**src/rtl/conv_s2_scheduler_if.sv**
```systemverilog
// Window/result handshake and tap-select bundle shared by the stage-2 scheduler,
// the window buffer, the coefficient mux and the single-product MAC.
interface conv_s2_scheduler_if;
   logic       win_valid;
   logic       win_ready;
   logic [1:0] filt_sel;
   logic [1:0] tap_row;
   logic [1:0] tap_col;
   logic [1:0] tap_ch;
   logic       mac_en;
   logic       mac_clr;
   logic       mac_last;
   logic       res_valid;
   logic       res_ready;
   logic [1:0] res_filt;
   logic       busy;
   logic       frame_done;

   modport master (
      input  win_valid, res_ready,
      output win_ready, filt_sel, tap_row, tap_col, tap_ch,
             mac_en, mac_clr, mac_last, res_valid, res_filt, busy, frame_done
   );

   modport slave (
      output win_valid, res_ready,
      input  win_ready, filt_sel, tap_row, tap_col, tap_ch,
             mac_en, mac_clr, mac_last, res_valid, res_filt, busy, frame_done
   );
endinterface

```
**src/rtl/conv_s2_scheduler.sv**
```systemverilog
// Stage-2 convolution sequencer: walks every filter over a 3x3x3 window one tap per
// cycle, waits out the MAC latency and hands each filter result downstream.
module conv_s2_scheduler #(
   parameter int N_FILT        = 4,
   parameter int N_ROW         = 3,
   parameter int N_COL         = 3,
   parameter int N_CH          = 3,
   parameter int MAC_LAT       = 2,
   parameter int FRAME_WINDOWS = 16
) (
   input  logic                   clk,
   input  logic                   rst_n,
   conv_s2_scheduler_if.master    bus
);
   localparam int WC_W = (FRAME_WINDOWS > 1) ? $clog2(FRAME_WINDOWS) : 1;
   localparam int DL_W = (MAC_LAT > 1) ? $clog2(MAC_LAT) : 1;

   typedef enum logic [1:0] {
      S_IDLE     = 2'd0,
      S_RUN      = 2'd1,
      S_DRAIN    = 2'd2,
      S_WAIT_OUT = 2'd3
   } state_t;

   state_t           state_q, state_d;
   logic [1:0]       filt_q, filt_d;
   logic [1:0]       row_q, row_d;
   logic [1:0]       col_q, col_d;
   logic [1:0]       ch_q, ch_d;
   logic [DL_W-1:0]  dly_q, dly_d;
   logic [WC_W-1:0]  win_cnt_q, win_cnt_d;
   logic             frame_done_q, frame_done_d;

   // State, counters and the frame pulse; everything returns to idle on reset.
   always_ff @(posedge clk or negedge rst_n) begin
      if (!rst_n) begin
         state_q      <= S_IDLE;
         filt_q       <= 2'd0;
         row_q        <= 2'd0;
         col_q        <= 2'd0;
         ch_q         <= 2'd0;
         dly_q        <= '0;
         win_cnt_q    <= '0;
         frame_done_q <= 1'b0;
      end else begin
         state_q      <= state_d;
         filt_q       <= filt_d;
         row_q        <= row_d;
         col_q        <= col_d;
         ch_q         <= ch_d;
         dly_q        <= dly_d;
         win_cnt_q    <= win_cnt_d;
         frame_done_q <= frame_done_d;
      end
   end

   // Next-state logic: tap walk with channel fastest, drain timer, result handshake.
   always_comb begin
      state_d      = state_q;
      filt_d       = filt_q;
      row_d        = row_q;
      col_d        = col_q;
      ch_d         = ch_q;
      dly_d        = dly_q;
      win_cnt_d    = win_cnt_q;
      frame_done_d = 1'b0;
      case (state_q)
         S_IDLE: begin
            if (bus.win_valid) begin
               state_d = S_RUN;
               filt_d  = 2'd0;
               row_d   = 2'd0;
               col_d   = 2'd0;
               ch_d    = 2'd0;
            end else begin
               state_d = S_IDLE;
            end
         end
         S_RUN: begin
            if (ch_q == 2'(N_CH - 1)) begin
               ch_d = 2'd0;
               if (col_q == 2'(N_COL - 1)) begin
                  col_d = 2'd0;
                  if (row_q == 2'(N_ROW - 1)) begin
                     row_d   = 2'd0;
                     dly_d   = '0;
                     state_d = S_DRAIN;
                  end else begin
                     row_d = row_q + 2'd1;
                  end
               end else begin
                  col_d = col_q + 2'd1;
               end
            end else begin
               ch_d = ch_q + 2'd1;
            end
         end
         S_DRAIN: begin
            if (dly_q == DL_W'(MAC_LAT - 1)) begin
               dly_d   = '0;
               state_d = S_WAIT_OUT;
            end else begin
               dly_d = dly_q + {{(DL_W-1){1'b0}}, 1'b1};
            end
         end
         S_WAIT_OUT: begin
            if (bus.res_ready) begin
               if (filt_q == 2'(N_FILT - 1)) begin
                  // Window complete: count it and flag the last window of a frame.
                  state_d = S_IDLE;
                  filt_d  = 2'd0;
                  if (win_cnt_q == WC_W'(FRAME_WINDOWS - 1)) begin
                     win_cnt_d    = '0;
                     frame_done_d = 1'b1;
                  end else begin
                     win_cnt_d = win_cnt_q + {{(WC_W-1){1'b0}}, 1'b1};
                  end
               end else begin
                  filt_d  = filt_q + 2'd1;
                  state_d = S_RUN;
               end
            end else begin
               state_d = S_WAIT_OUT;
            end
         end
         default: begin
            state_d = S_IDLE;
            filt_d  = 2'd0;
            row_d   = 2'd0;
            col_d   = 2'd0;
            ch_d    = 2'd0;
            dly_d   = '0;
         end
      endcase
   end

   // Outputs decoded purely from registered state; no input reaches an output combinationally.
   always_comb begin
      bus.win_ready  = (state_q == S_IDLE);
      bus.busy       = (state_q != S_IDLE);
      bus.filt_sel   = filt_q;
      bus.res_filt   = filt_q;
      bus.res_valid  = (state_q == S_WAIT_OUT);
      bus.frame_done = frame_done_q;
      bus.mac_en     = 1'b0;
      bus.mac_clr    = 1'b0;
      bus.mac_last   = 1'b0;
      bus.tap_row    = 2'd0;
      bus.tap_col    = 2'd0;
      bus.tap_ch     = 2'd0;
      if (state_q == S_RUN) begin
         bus.mac_en   = 1'b1;
         bus.mac_clr  = (row_q == 2'd0) && (col_q == 2'd0) && (ch_q == 2'd0);
         bus.mac_last = (row_q == 2'(N_ROW - 1)) && (col_q == 2'(N_COL - 1)) &&
                        (ch_q == 2'(N_CH - 1));
         bus.tap_row  = row_q;
         bus.tap_col  = col_q;
         bus.tap_ch   = ch_q;
      end else begin
         bus.mac_en   = 1'b0;
      end
   end
endmodule

```
**src/flat_wrapper.sv**
```systemverilog
// flat-port wrapper written by rule: the top's interface ports become plain ports
module conv_s2_scheduler_flat 
#(
   parameter int N_FILT        = 4,
   parameter int N_ROW         = 3,
   parameter int N_COL         = 3,
   parameter int N_CH          = 3,
   parameter int MAC_LAT       = 2,
   parameter int FRAME_WINDOWS = 16
)
  (clk, rst_n, bus_win_valid, bus_res_ready, bus_win_ready, bus_filt_sel, bus_tap_row, bus_tap_col, bus_tap_ch, bus_mac_en, bus_mac_clr, bus_mac_last, bus_res_valid, bus_res_filt, bus_busy, bus_frame_done);
  conv_s2_scheduler_if bus_i ();
  input  logic clk;
  input  logic rst_n;
  input wire logic [$bits(bus_i.win_valid)-1:0] bus_win_valid;
  input wire logic [$bits(bus_i.res_ready)-1:0] bus_res_ready;
  output wire logic [$bits(bus_i.win_ready)-1:0] bus_win_ready;
  output wire logic [$bits(bus_i.filt_sel)-1:0] bus_filt_sel;
  output wire logic [$bits(bus_i.tap_row)-1:0] bus_tap_row;
  output wire logic [$bits(bus_i.tap_col)-1:0] bus_tap_col;
  output wire logic [$bits(bus_i.tap_ch)-1:0] bus_tap_ch;
  output wire logic [$bits(bus_i.mac_en)-1:0] bus_mac_en;
  output wire logic [$bits(bus_i.mac_clr)-1:0] bus_mac_clr;
  output wire logic [$bits(bus_i.mac_last)-1:0] bus_mac_last;
  output wire logic [$bits(bus_i.res_valid)-1:0] bus_res_valid;
  output wire logic [$bits(bus_i.res_filt)-1:0] bus_res_filt;
  output wire logic [$bits(bus_i.busy)-1:0] bus_busy;
  output wire logic [$bits(bus_i.frame_done)-1:0] bus_frame_done;
  assign bus_i.win_valid = bus_win_valid;
  assign bus_i.res_ready = bus_res_ready;
  assign bus_win_ready = bus_i.win_ready;
  assign bus_filt_sel = bus_i.filt_sel;
  assign bus_tap_row = bus_i.tap_row;
  assign bus_tap_col = bus_i.tap_col;
  assign bus_tap_ch = bus_i.tap_ch;
  assign bus_mac_en = bus_i.mac_en;
  assign bus_mac_clr = bus_i.mac_clr;
  assign bus_mac_last = bus_i.mac_last;
  assign bus_res_valid = bus_i.res_valid;
  assign bus_res_filt = bus_i.res_filt;
  assign bus_busy = bus_i.busy;
  assign bus_frame_done = bus_i.frame_done;
  conv_s2_scheduler #(.N_FILT(N_FILT), .N_ROW(N_ROW), .N_COL(N_COL), .N_CH(N_CH), .MAC_LAT(MAC_LAT), .FRAME_WINDOWS(FRAME_WINDOWS)) u_core (.clk(clk), .rst_n(rst_n), .bus(bus_i));
endmodule
```
**config.mk**
```make
export PLATFORM = sky130hd
export DESIGN_NAME = conv_s2_scheduler_flat
export DESIGN_NICKNAME = d
export VERILOG_FILES = /design/src/rtl/conv_s2_scheduler_if.sv /design/src/rtl/conv_s2_scheduler.sv /design/src/flat_wrapper.sv
export SDC_FILE = /design/constraint.sdc
export NUM_CORES = 1
export LEC_CHECK = 0
export BUFFER_PORTS_ARGS = -buffer_cell sky130_fd_sc_hd__buf_2
export CELL_PAD_IN_SITES_DETAIL_PLACEMENT = 1
export CELL_PAD_IN_SITES_GLOBAL_PLACEMENT = 1
export CORE_MARGIN = 2
export CORE_UTILIZATION = 39
export DETAILED_ROUTE_END_ITERATION = 10
export GPL_ROUTABILITY_DRIVEN = 0
export PLACE_DENSITY = 0.76
export RECOVER_POWER = 25
export REMOVE_ABC_BUFFERS = 1
export SLEW_MARGIN = 20
export SYNTH_ARGS = -nofsm -noshare
export SYNTH_HDL_FRONTEND = slang
export SYNTH_SLANG_ARGS = --single-unit
```
**constraint.sdc**
```tcl
create_clock -name clk -period 1.5 [get_ports clk]
set_input_delay 0.15 -clock clk [delete_from_list [all_inputs] [get_ports clk]]
set_output_delay 0.15 -clock clk [all_outputs]
set_load 0.1 [all_outputs]
```
---- After elaboration in Yosys (flattened, before gate mapping) ----
Index checks and enable logic that the tools add are counted.
operators by class
  eq/ne operators ......................... 14
  add/sub/neg operators ................... 6
  reduce and logical (&&, ||, !) cells .... 19
  muxes and demuxes ....................... 37
operators with widths
  operator             number
  $mux 2               17
  $pmux 2 s2           4
  $mux 1               13
  $eq 2x2->1 const B   6
  $reduce_and 4->1     3
  $reduce_and 3->1     3
  $add 2x1->2 const B  4
  $logic_not 2->1      4
  $pmux 2 s4           1
  $reduce_bool 2->1    4
  $ne 2x1->1 const B   3
  $ne 2x2->1 const B   3
  $add 4x1->4 const B  1
  $eq 4x4->1 const B   1
  $logic_and 1x1->1    4
  $mux 4               1
  $eq 2x1->1 const B   1
  $pmux 1 s2           1
  $reduce_and 2->1     1
  $add 1x1->1 const B  1
storage, ports and cells
  input port bits ......................... 4
  word-level logic and storage cells ...... 84
  output and inout bits ................... 17
  flip-flop bits (word level) ............. 16

---- Longest topological paths before layout ----
Gate-level depths: netlist of run 1.
  depth after elaboration ................. 5
  depth in mapped cells ................... 6
  mapped depth without buffers ............ 5

---- Worst setup path before layout of run 1 ----
Ideal clock, no wire load.
  kind .................................... register to output
  start point ............................. register u_core.state_q[1]
  end point ............................... output port bus_mac_clr
  path buffers ............................ 1
  stages on the path, launching flop included .. 5
  arrival ................................. 2463 ps
  setup slack ............................. -1113 ps
  cells stage by stage .................... dfrtp_1 > buf_6 > nor2b_4 > nand2b_1 > nor2_1
between the ends
  cells in the longest elaborated chain, start to end .. 2
RTL lines
  element                   line                      text
  start: declaration        conv_s2_scheduler.sv:25   state_t state_q, state_d;
  start signal: assignment  conv_s2_scheduler.sv:46   state_q <= state_d;
  $eq 2x1->1                conv_s2_scheduler.sv:151  if (state_q == S_RUN) begin
  $mux 1                    conv_s2_scheduler.sv:151
  end: declaration          flat_wrapper.sv:23        output wire logic [$bits(bus_i.mac_clr)-1:0] bus_mac_clr;
Every way passes these cells.

---- Worst setup path in the final report of run 1 ----
  start point ............................. register u_core.col_q[0]
  end point ............................... output port bus_mac_last
between the ends
  cells in the longest elaborated chain, start to end .. 4
RTL lines
  element                         line                      text
  start: declaration              conv_s2_scheduler.sv:28   logic [1:0] col_q, col_d;
  start signal: assignment        conv_s2_scheduler.sv:49   col_q <= col_d;
  $eq 2x2->1                      conv_s2_scheduler.sv:154  bus.mac_last = (row_q == 2'(N_ROW - 1)) && (col_q == 2'(N_COL - 1)) &&
  $logic_and 1x1->1 (2 in a row)  conv_s2_scheduler.sv:154
  $mux 1                          conv_s2_scheduler.sv:151
  end: declaration                flat_wrapper.sv:24        output wire logic [$bits(bus_i.mac_last)-1:0] bus_mac_last;
Every way passes these cells.

==> results.json, run 1 <==
{
  "crit_arrival_ps": 1480,
  "slew_headroom_pct": 41.9,
  "fillers": 250,
  "skew_ps": 5.59,
  "grt.overflow.total": 0,
  "ys.flop_type": "dfrtp_1",
  "vias_per_cell": 5.76,
  "multi_input_area_um2": 542,
  "start_util_pct": 41.4,
  "synth_edf_count": 0,
  "r2r-end": "u_core.dly_q$_DFFE_PN0P_",
  "hold_class": "in -> reg",
  "finalCritPeriodShare_pct": 108,
  "worstPathCellList": "and2b_4 > nand4_1 > nor2_2 > buf_12",
  "crit_cells": 4,
  "core_area_mm2": 0.00223,
  "crit_fanout": 2,
  "fin_crit_ps": 1630,
  "grt_pass1_wl_mm": 5.02,
  "crit_start": "u_core.col_q[0]$_DFFE_PN0P_",
  "setup.worst_path.end": "bus_mac_last",
  "cts_made_buffers": 3,
  "violations": "setup timing",
  "yosys-top-cells-area": "dfrtp_1 (43%), nand2_1 (6.5%), and2_1 (4.1%), a22o_1 (3.8%), a21oi_1 (2.7%)",
  "grt_busiest_layer": "met2",
  "wl_per_cell_um": 18.7,
  "synth_cell_type_count": 35,
  "final_util_pct": 66.4,
  "syn2layout_area_growth_pct": 60.5,
  "gr-usage-met1_pct": 28.4,
  "async_flop_share_pct": 100,
  "cts_sinks": 16,
  "clk_pin_slew_worst_paths_ps": 100,
  "ys_seq_area_share_pct": 43.3,
  "ys_warn_count": 0,
  "io_buffer_count": 20,
  "ant_nets": 0,
  "drv_cap": 0,
  "synth_area_um2": 925,
  "rows": 17,
  "cp_num_buf_inv": 1,
  "r2r-start": "u_core.col_q[0]$_DFFE_PN0P_",
  "grt_pass1_vias": 992,
  "drt_first_pass_iters": 5,
  "drc": 0,
  "vias": 967,
  "slowest_delay_ps": 380,
  "end_kind": "output pin",
  "met3_usage_pct": 5.71,
  "postSynthAreaPerCell_um2": 9.34,
  "setup_slack_ps": -127,
  "clockBufferDepth": 2,
  "hp-start": "bus_res_ready",
  "antenna_found_initial": 0,
  "h-tree-depth": 1,
  "yosysTopAreaCell": "dfrtp_1",
  "rsz0062_at_grt": "yes",
  "cts_tree": "yes",
  "status": "finished, violations left",
  "clock_latency_ps": 300,
  "grt.met2_usage_pct": 46.5,
  "drv_slew": 0,
  "nets": 147,
  "track_usage_pct": 25.0,
  "dp_hpwl_mm": 1.84,
  "hold_viol": 0,
  "register_area_um2": 402,
  "setup_viol": 7,
  "synth.top_cell.area_share_pct": 43.3,
  "io_pins": 21,
  "grt_max_degree": 17,
  "rr_worst_depth": 7,
  "cp-start-kind": "flop",
  "r2r_slack_ps": 50,
  "routed_wl_mm": 3.14,
  "dieArea_mm2": 0.00278,
  "num_antenna_cells": 0,
  "root_buffer": "clkbuf_4",
  "slowest_stage": "dfrtp_1",
  "synth_cells": 99,
  "achievable-frequency_ghz": 0.615,
  "worstPathRequired_ps": 1350,
  "die_h_um": 52.7,
  "path_delay_family": "simple AND/OR/NAND/NOR gates",
  "drtIter0Drc": 20,
  "critPathKind": "reg -> out",
  "tightest_slew_ps": 872,
  "ys_ff_latch": 16,
  "die_w_um": 52.7,
  "drive_above_1_share_pct": 50.7,
  "synth_commonest_cells": "dfrtp_1 (16), nand2_1 (16), and2_1 (6), nor2_1 (6)"
}
## sequential cells by signal, indices dropped and copies added (netlist names)
name / cells
u_core.ch_q: 2
u_core.state_q: 2
u_core.win_cnt_q: 4
u_core.bus.filt_sel: 2
u_core.col_q: 2
u_core.bus.frame_done: 1
u_core.row_q: 2
u_core.dly_q: 1
## worst min-delay path by stage
stage | end | slack, ps | cells after the start
6_report | u_core.bus.filt_sel[1]$_DFFE_PN0P_ | 210 | 3
5_1_grt | u_core.bus.filt_sel[1]$_DFFE_PN0P_ | 240 | 3
4_1_cts | u_core.bus.frame_done$_DFF_PN0_ | 200 | 3
3_5_place_dp | u_core.dly_q$_DFFE_PN0P_ | 90 | 1
3_3_place_gp | u_core.dly_q$_DFFE_PN0P_ | 80 | 1
2_1_floorplan | u_core.bus.filt_sel[0]$_DFFE_PN0P_ | -150 | 0
## through the flow
stage               hold slack (ps)  cells  setup slack, ps  setup TNS (ps)  cell area, um^2
floorplan                      -146     94            -1230          -15340              888
global placement               79.3    150              103               0             1260
detailed placement             85.5    150             65.5               0             1260
CTS                             202    166            -99.5            -228             1430
global route                    242    168             -189            -640             1480
finish                          215    168             -127            -463             1480
## cell type report
cell class	count	share of cell area, %
clock buffer	4	2.45
multi-input combinational	76	36.5
sequential	16	27.1
timing repair buffer	42	31.1
tap	28	2.36
inverter	2	0.506
## placed cells by master (no fill, tap or decap), drive strengths merged, types with 4 or more instances in the layout
master	instances
nand2	16
nor3	4
and2	7
nor2	6
clkbuf	5
a21oi	5
dfrtp	16
o21ai	6
a22o	4
buf	40
nand3	5
## repair_timing
| item | 4_1_cts | 5_1_grt |
|---|---|---|
| endpoints found under the hold margin | 16 | 0 |
| setup buffers | 11 | 3 |
| gates resized for setup | 13 | 14 |
| pin swaps | 3 | 5 |
| hold buffers | 1 | 0 |
| endpoints found under the setup margin | 12 | 17 |
## routing by layer
layer  part of all wire, %  vias up
li1                      -      429
met1                    38      477
met5                     0        -
met2                    52       46
met3                   6.1       15
met4                   3.0        0
## cells by family after synthesis
group	share of synthesized area [%]
DFF	43.3
buffers and inverters	4.74
xor gates and xnor gates	0.947
AOI/OAI and AO/OA	16.4
and+or+nand+nor	30.7
muxes	1.22
adders and majority gates	2.71
## worst min-delay path: cells and delay by family
kind	cells	cell delay (ps)
buffers and inverters	1	130
AOI/OAI and AO/OA	1	140
and+or+nand+nor	1	60
Power of run 1 is not shown: default switching activity piles up to over one toggle a cycle in this logic, so the estimate is an artifact.
==> inputs of run 2 (changes only) <==
Settings changed: CORE_MARGIN 2 to 3.
==> run 2 against run 1 <==
Effect of this change: the run still ends with setup timing left; die area is 7.7% higher; final cell count is 1.8% higher; setup slack worse by 33 ps; largest cell class unchanged; highest routed layer unchanged.
==> results.json, run 2 (synthesis results as in run 1) <==
{
  "finalCritPeriodShare_pct": 111,
  "skew_ps": 12.7,
  "nets": 150,
  "clk_pin_slew_worst_paths_ps": 100,
  "grt_max_degree": 17,
  "end_kind": "output pin",
  "crit_arrival_ps": 1510,
  "grt.overflow.total": 0,
  "drtIter0Drc": 12,
  "h-tree-depth": 1,
  "setup_tns_ps": -327,
  "ant_nets": 0,
  "drive_above_1_share_pct": 51.0,
  "clock_latency_ps": 310,
  "layout_common_cells": "buf_4 (23), nand2_1 (16), buf_12 (12), dfrtp_1 (11)",
  "setup_slack_ps": -160,
  "setup_viol": 5,
  "cts_made_buffers": 3,
  "grt_pass1_vias": 906,
  "io_pins": 21,
  "drv_cap": 0,
  "drc": 0,
  "tightest_slew_ps": 922,
  "syn2layout_area_growth_pct": 60.5,
  "cts_sinks": 16,
  "slew_headroom_pct": 38.5,
  "dp_hpwl_mm": 1.75,
  "wl_per_cell_um": 17.3,
  "drv_slew": 0,
  "violations": "setup timing",
  "rows": 17,
  "num_antenna_cells": 0,
  "root_buffer": "clkbuf_4",
  "start_util_pct": 41.4,
  "dieArea_mm2": 0.00299,
  "regMostFlops": "u_core.win_cnt_q",
  "worstPathRequired_ps": 1350,
  "crit_fanout": 9,
  "slowest_delay_ps": 430,
  "die_h_um": 54.7,
  "grt_pass1_wl_mm": 4.22,
  "worstPathCellList": "buf_4 > nand4_1 > nor2_2 > buf_12",
  "cts_tree": "yes",
  "hold_viol": 0,
  "layout_commonest_cell": "buf_4",
  "status": "finished, violations left",
  "antenna_found_initial": 0,
  "core_area_mm2": 0.00223,
  "clockBufferDepth": 2,
  "cp-start-kind": "flop",
  "vias_per_cell": 5.43,
  "slowest_stage": "dfrtp_2",
  "routed_wl_mm": 2.96,
  "track_usage_pct": 20.2,
  "vias": 928,
  "hold_class": "in -> reg",
  "rsz0062_at_grt": "yes",
  "fillers": 241,
  "critPathKind": "reg -> out",
  "fin_crit_ps": 1660,
  "io_buffer_count": 20,
  "achievable-frequency_ghz": 0.602,
  "largest_reg_flops": 4,
  "die_w_um": 54.7,
  "drt_first_pass_iters": 4
}
-- run 2: changes by cell type in the layout (fill, tap and decap cells not counted), moves of 2 or more --
cell     change
buf_4        +6
buf_6        -3
dfrtp_1      -4
dfrtp_2      +4
nor3_1       +2
nor3_2       -2
-- run 2: critical path, delay by kind of cell, from the launching register on --
| family | cells | cell delay, ps |
|---|---|---|
| buffers and inverters | 2 | 390 |
| flip-flops | 1 | 430 |
| AND/OR/NAND/NOR | 2 | 390 |
-- run 2: path summary, 6_finish.rpt --
check | depth (start not counted) | endpoint | slack, ps | start
setup / recovery | 4 | bus_mac_last | -160 | u_core.state_q[0]$_DFFE_PN0P_
hold / removal | 3 | u_core.bus.frame_done$_DFF_PN0_ | 230 | bus_res_ready
setup reg to reg | 5 | u_core.ch_q[1]$_DFFE_PN0P_ | 40 | u_core.state_q[1]$_DFFE_PN0P_
hold reg to reg | 1 | u_core.win_cnt_q[3]$_DFFE_PN0P_ | 490 | u_core.win_cnt_q[3]$_DFFE_PN0P_
max in group asynchronous | 2 | u_core.row_q[1]$_DFFE_PN0P_ | 400 | rst_n
min in group asynchronous | 2 | u_core.ch_q[0]$_DFFE_PN0P_ | 480 | rst_n
-- run 2: per-stage QoR --
step / utilization (%) / cells / setup slack, ps / hold slack [ps] / area, um^2
6_report: 66.4 / 171 / -160 / 229 / 1480
5_1_grt: 66.4 / 171 / -242 / 233 / 1480
4_1_cts: 61.0 / 159 / -119 / 202 / 1360
3_5_place_dp: 55.2 / 146 / 33.1 / 86.5 / 1230
3_3_place_gp: 55.2 / 146 / 115 / 83.2 / 1230
2_1_floorplan: - / 94 / -1230 / -146 / 888
-- run 2: cell type report --
cell class | instances | area, um^2 | share of cell area (%)
well taps | 28 | 35.0 | 2.36
inverters | 2 | 7.51 | 0.506
clock buffers | 4 | 36.3 | 2.45
multi-input cells | 76 | 526 | 35.4
repair buffers | 45 | 473 | 31.9
flip-flops and latches | 16 | 407 | 27.4
-- run 2: layer usage --
layer / vias to the layer above / GRT usage, % / routed length (um)
li1: 434 / - / -
met1: 462 / 24.0 / 1230
met2: 25 / 35.6 / 1540
met3: 7 / 2.72 / 128
met4: 0 / 8.71 / 66
met5: - / 0 / 0
-- run 2: timing repair --
action,4_1_cts,5_1_grt
endpoints found under the setup margin,11,16
gates resized for setup,10,13
setup buffers,8,12
endpoints found under the hold margin,16,0
pin swaps,2,4
hold buffers,1,0
Power of run 2 is left out for the same reason.
